===== config.mk =====
export PLATFORM = sky130hd
export DESIGN_NAME = keccak_absorb
export DESIGN_NICKNAME = d
export VERILOG_FILES = /design/src/rtl/keccak_absorb.sv
export SDC_FILE = /design/constraint.sdc
export NUM_CORES = 1
export LEC_CHECK = 0
export ABC_CLOCK_PERIOD_IN_PS = 6690
export CAP_MARGIN = 10
export CORE_ASPECT_RATIO = 1.5
export CORE_MARGIN = 3
export CORE_UTILIZATION = 41
export DETAILED_ROUTE_END_ITERATION = 10
export GPL_TIMING_DRIVEN = 0
export PLACE_DENSITY = 0.71
export REMOVE_ABC_BUFFERS = 1
export SLEW_MARGIN = 20
export SYNTH_ARGS = -nofsm -noshare
export SYNTH_HDL_FRONTEND = slang
export SYNTH_SLANG_ARGS = --single-unit
export TNS_END_PERCENT = 20

===== constraint.sdc =====
create_clock -name clk -period 6.69 [get_ports clk]
set_input_delay 2.007 -clock clk [delete_from_list [all_inputs] [get_ports clk]]
set_output_delay 2.007 -clock clk [all_outputs]
set_load 0.05 [all_outputs]

===== src/rtl/keccak_absorb.sv =====
// Keccak sponge absorb controller: streams 64-bit message words into the state,
// applies pad10*1 with a run-time domain byte and sequences Keccak-f1600 calls.
module keccak_absorb (
  input  logic        clk,
  input  logic        rst,
  input  logic        start,
  input  logic [7:0]  rateInBytes,
  input  logic [15:0] inputLen_InBytes,
  input  logic [7:0]  domain_sep,
  input  logic [63:0] din,
  input  logic        din_valid,
  output logic        din_ready,
  output logic [63:0] absorb_word,
  output logic [4:0]  state_reg_sel,
  output logic        xor_state,
  output logic        call_keccak_f1600,
  input  logic        keccak_round_complete,
  output logic        done
);

  localparam int unsigned WORD_W  = 64;
  localparam int unsigned REM_W   = 17;
  localparam int unsigned BYTE_W  = 8;
  localparam int unsigned SEL_W   = 5;

  typedef enum logic [2:0] {
    S_IDLE,
    S_ABSORB,
    S_PAD,
    S_PERM_REQ,
    S_DONE
  } state_e;

  state_e              state_q, state_d;
  logic [REM_W-1:0]    rem_q, rem_d;
  logic [BYTE_W-1:0]   rate_ctr_q, rate_ctr_d;
  logic [BYTE_W-1:0]   rate_q, rate_d;
  logic [BYTE_W-1:0]   dom_q, dom_d;
  logic                dom_placed_q, dom_placed_d;

  logic                din_ready_q, din_ready_d;
  logic [WORD_W-1:0]   absorb_word_q, absorb_word_d;
  logic [SEL_W-1:0]    state_reg_sel_q, state_reg_sel_d;
  logic                xor_state_q, xor_state_d;
  logic                call_q, call_d;
  logic                done_q, done_d;

  logic                rate_end;
  logic                placing;
  logic [WORD_W-1:0]   word;

  // Next-state, counter and output computation
  always_comb begin
    state_d         = state_q;
    rem_d           = rem_q;
    rate_ctr_d      = rate_ctr_q;
    rate_d          = rate_q;
    dom_d           = dom_q;
    dom_placed_d    = dom_placed_q;
    absorb_word_d   = absorb_word_q;
    state_reg_sel_d = state_reg_sel_q;
    xor_state_d     = 1'b0;
    word            = '0;
    placing         = 1'b0;
    rate_end        = (rate_ctr_q == BYTE_W'(rate_q - 8'd8));

    case (state_q)
      S_IDLE: begin
        if (start) begin
          rate_d       = rateInBytes;
          dom_d        = domain_sep;
          rem_d        = REM_W'(inputLen_InBytes);
          rate_ctr_d   = '0;
          dom_placed_d = 1'b0;
          state_d      = (inputLen_InBytes == 16'd0) ? S_PAD : S_ABSORB;
        end
      end

      S_ABSORB: begin
        if (din_valid && din_ready_q) begin
          word    = din;
          placing = (rem_q < REM_W'(8));
          // Final partial word: zero the tail and drop the domain byte right after the data
          if (placing) begin
            for (int i = 0; i < 8; i++) begin
              if (3'(i) == rem_q[2:0]) begin
                word[8*i +: 8] = dom_q;
              end else if (3'(i) > rem_q[2:0]) begin
                word[8*i +: 8] = 8'h00;
              end
            end
          end
          if (rate_end && (dom_placed_q || placing)) begin
            word[63] = ~word[63];
          end
          xor_state_d     = 1'b1;
          absorb_word_d   = word;
          state_reg_sel_d = rate_ctr_q[7:3];
          rate_ctr_d      = BYTE_W'(rate_ctr_q + 8'd8);
          rem_d           = (rem_q >= REM_W'(8)) ? REM_W'(rem_q - REM_W'(8)) : '0;
          dom_placed_d    = dom_placed_q | placing;
          if (rate_end) begin
            state_d = S_PERM_REQ;
          end else if (rem_d == '0) begin
            state_d = S_PAD;
          end
        end
      end

      S_PAD: begin
        placing = ~dom_placed_q;
        word    = placing ? WORD_W'(dom_q) : '0;
        if (rate_end) begin
          word[63] = ~word[63];
        end
        xor_state_d     = 1'b1;
        absorb_word_d   = word;
        state_reg_sel_d = rate_ctr_q[7:3];
        rate_ctr_d      = BYTE_W'(rate_ctr_q + 8'd8);
        dom_placed_d    = 1'b1;
        if (rate_end) begin
          state_d = S_PERM_REQ;
        end
      end

      S_PERM_REQ: begin
        if (call_q && keccak_round_complete) begin
          rate_ctr_d = '0;
          if (dom_placed_q && (rem_q == '0)) begin
            state_d = S_DONE;
          end else if (rem_q != '0) begin
            state_d = S_ABSORB;
          end else begin
            state_d = S_PAD;
          end
        end
      end

      S_DONE: begin
        state_d = S_DONE;
      end

      default: begin
        state_d = S_IDLE;
      end
    endcase

    din_ready_d = (state_d == S_ABSORB);
    // Request starts one cycle after entering PERM_REQ so the final XOR lands first
    call_d      = (state_q == S_PERM_REQ) && (state_d == S_PERM_REQ);
    done_d      = (state_d == S_DONE);
  end

  always_ff @(posedge clk) begin
    if (rst) begin
      state_q         <= S_IDLE;
      rem_q           <= '0;
      rate_ctr_q      <= '0;
      rate_q          <= '0;
      dom_q           <= '0;
      dom_placed_q    <= 1'b0;
      din_ready_q     <= 1'b0;
      absorb_word_q   <= '0;
      state_reg_sel_q <= '0;
      xor_state_q     <= 1'b0;
      call_q          <= 1'b0;
      done_q          <= 1'b0;
    end else begin
      state_q         <= state_d;
      rem_q           <= rem_d;
      rate_ctr_q      <= rate_ctr_d;
      rate_q          <= rate_d;
      dom_q           <= dom_d;
      dom_placed_q    <= dom_placed_d;
      din_ready_q     <= din_ready_d;
      absorb_word_q   <= absorb_word_d;
      state_reg_sel_q <= state_reg_sel_d;
      xor_state_q     <= xor_state_d;
      call_q          <= call_d;
      done_q          <= done_d;
    end
  end

  assign din_ready         = din_ready_q;
  assign absorb_word       = absorb_word_q;
  assign state_reg_sel     = state_reg_sel_q;
  assign xor_state         = xor_state_q;
  assign call_keccak_f1600 = call_q;
  assign done              = done_q;

endmodule

==> metrics <==
outcome=complete, no violations; Initial Util=42.8%; Area Overhead vs Synth=42.4%; max layer used=met4; Worst setup startpoint=din_valid; Syn Inst Count=767; vias in the first global route=6131; Hold Path Cell Cnt=2; RD Place Congestion=0.867; layout cells sized above 1=6.17%; Root Buffer=clkbuf_16; FF-to-FF Start=rem_q[3]; WL final=20.0 mm; Cell Area, Synth=0.00587 mm²; # diodes=0; LEAKAGE=3.01 nW; via/cell ratio=5.71; htree depth=4; Post-synth top flop=dfxtp_1; unrepaired setup endpoints after global routing=no; final cell count without fillers=1096; Area contributors post-synth=dfxtp_1 (39%), nand2_1 (8.3%), a21oi_1 (6.3%); Post-Route Setup TNS=0 ps; drt wl/cell=18.2 µm; cts bufs inserted=17; largest net degree at the start of global routing=68; cts hold-fix bufs=0; IO Port Bufs=173; R2R cell count=8; Post-synth EDFFs=0; post-layout min period=3840 ps; Setup Skew=5.72 ps; flop2flop setup slack=3220 ps; Worst Path Arrival=4100 ps; Synth area leader=dfxtp_1; fin. max-slew vios=0; Die Span X=104 µm; later-pin clock latency in the skew report=410 ps; # setup viols final=0; flops & latches, synth=115; GRT Total Usage=24.7%; # Max-Cap Violations=0; setup bufs post-CTS=0; power after layout=3.34 mW; Post-Route M1 WL=7.85 mm; ANT nets after route=0; Seq/Total Area, Yosys=39.2%; WL met2=10.3 mm; initial antenna violation count=0; pwr dens=399 mW/mm²; num ports=174; peak supply drop=0.000200 V; most frequent cell after synthesis=nand2_1; # rows=52; CP max FO=16; CP Capture Type=register; hpwl dp=14.1 mm; DR WL met3=1.18 mm; Placed Instances=1064; Synth Warn #=0; die height=153 µm; Worst slew margin=26.4%; Hold Path Origin=rate_q[2]; Initial DRC Count=376; FF-to-FF End=absorb_word[4]; DRC=0; area share of the largest cell type after synthesis=39.2%; WHS=451 ps; Final Hold Vio Count=0; Hold Path End=rate_q[2]; nets@finish=999; register clock-pin slew on the reported worst setup and hold paths=50 ps; Netlist cell types=61; first-pass GRT wire length=31.7 mm; Worst Hold Class=reg2reg; Post-CTS Resized=0; Worst Setup Path Type=in2reg; fin crit share=57.4%; Via Count=6262; Synth top cells by count=nand2_1 (130), dfxtp_1 (115), a21oi_1 (74); Max Root-Sink Buffers=2; total grt overflow=0; Avg Inst Size Synth=7.66 µm²; Initial DRT Pass Iterations=5; actual slew at the worst max-slew pin=1100 ps; Core ar.=0.0137 mm²; fmax=0.260 GHz; ys async rst share=0%; Data required, critical path=6950 ps; CTS tree=yes; TritonCTS Sinks=115; die area=0.0158 mm²; Worst setup SP type=primary input
-- critical path, stage by stage --
cell and delay [ps]:
clkdlybuf4s50_1 550, nand3_1 130, nand2b_1 210, a21oi_2 620, nor2_2 320, nand2_1 160, o21ai_0 90
-- worst max path at each step --
stage                             end  slack, ps  depth (start not counted)
global route          absorb_word[25]       2660                          7
detailed placement    absorb_word[25]       2310                          7
floorplan           call_keccak_f1600       2770                          6
finish                absorb_word[25]       2850                          7
CTS                   absorb_word[25]       2740                          7
global placement      absorb_word[29]        220                          4
-- area by class of cell --
| class | instances | area, µm² |
|---|---|---|
| Clock buffer | 23 | 488 |
| Clock inverter | 9 | 174 |
| Fill cell | 1258 | 5370 |
| Inverter | 9 | 33.8 |
| Multi-Input combinational cell | 572 | 3280 |
| Sequential cell | 115 | 2300 |
| Tap cell | 189 | 236 |
| Timing Repair Buffer | 179 | 1850 |
-- state kept, by name, indices dropped and copies added (netlist names) --
signal             flops
xor_state              1
state_reg_sel          5
done                   1
state_q                3
rate_q                 8
rate_ctr_q             5
dom_placed_q           1
absorb_word           64
din_ready              1
rem_q                 17
call_keccak_f1600      1
dom_q                  8
-- cells in the final DEF, fill, tap and decap left out, types with 7 or more instances in the layout --
cell and count:
a22oi_1 18, o21ai_0 34, dfxtp_1 115, clkbuf_16 17, xnor2_1 9, a221oi_1 24, xor2_1 7, nand2_1 130
a21o_1 9, inv_1 9, nand3_1 23, o21ai_1 9, a22o_1 24, nor2_1 63, and3_1 17, a21oi_1 73
nor3_1 33, nor4_1 8, clkdlybuf4s50_1 172
-- power breakdown --
group	internal [mW]	leakage (nW)	total, mW	switching [mW]
Clock	0.699	0.327	1.01	0.316
Sequential	0.793	0.935	0.959	0.166
Combinational	0.498	1.75	1.36	0.867
Total	1.99	3.01	3.34	1.35
-- per-layer routing --
layer | track usage, % | vias up
li1 | - | 3012
met2 | 44.0 | 276
met3 | 4.24 | 50
met5 | 0 | -
met1 | 28.6 | 2924
met4 | 11.4 | 0
-- metrics by stage --
stage	worst slack, ps	cell area, µm²	utilization, %
after floorplan	2770	5600	-
after global placement	222	7560	55.1
after detailed placement	2310	7700	56.1
after CTS	2740	8360	60.9
after global routing	2660	8360	60.9
final	2850	8360	60.9
-- kinds of logic (layout without fill, tap and decap cells) --
kind of cell | after synthesis | in the layout | synth area share [%]
and+or+nand+nor | 326 | 326 | 26.8
buffers and inverters | 80 | 220 | 5.28
DFF | 115 | 115 | 39.2
muxes | 1 | 1 | 0.192
xor gates and xnor gates | 16 | 16 | 2.39
AOI/OAI and AO/OA | 225 | 225 | 25.3
adders and majority gates | 4 | 4 | 0.852
(Power assumes the default switching activity.)
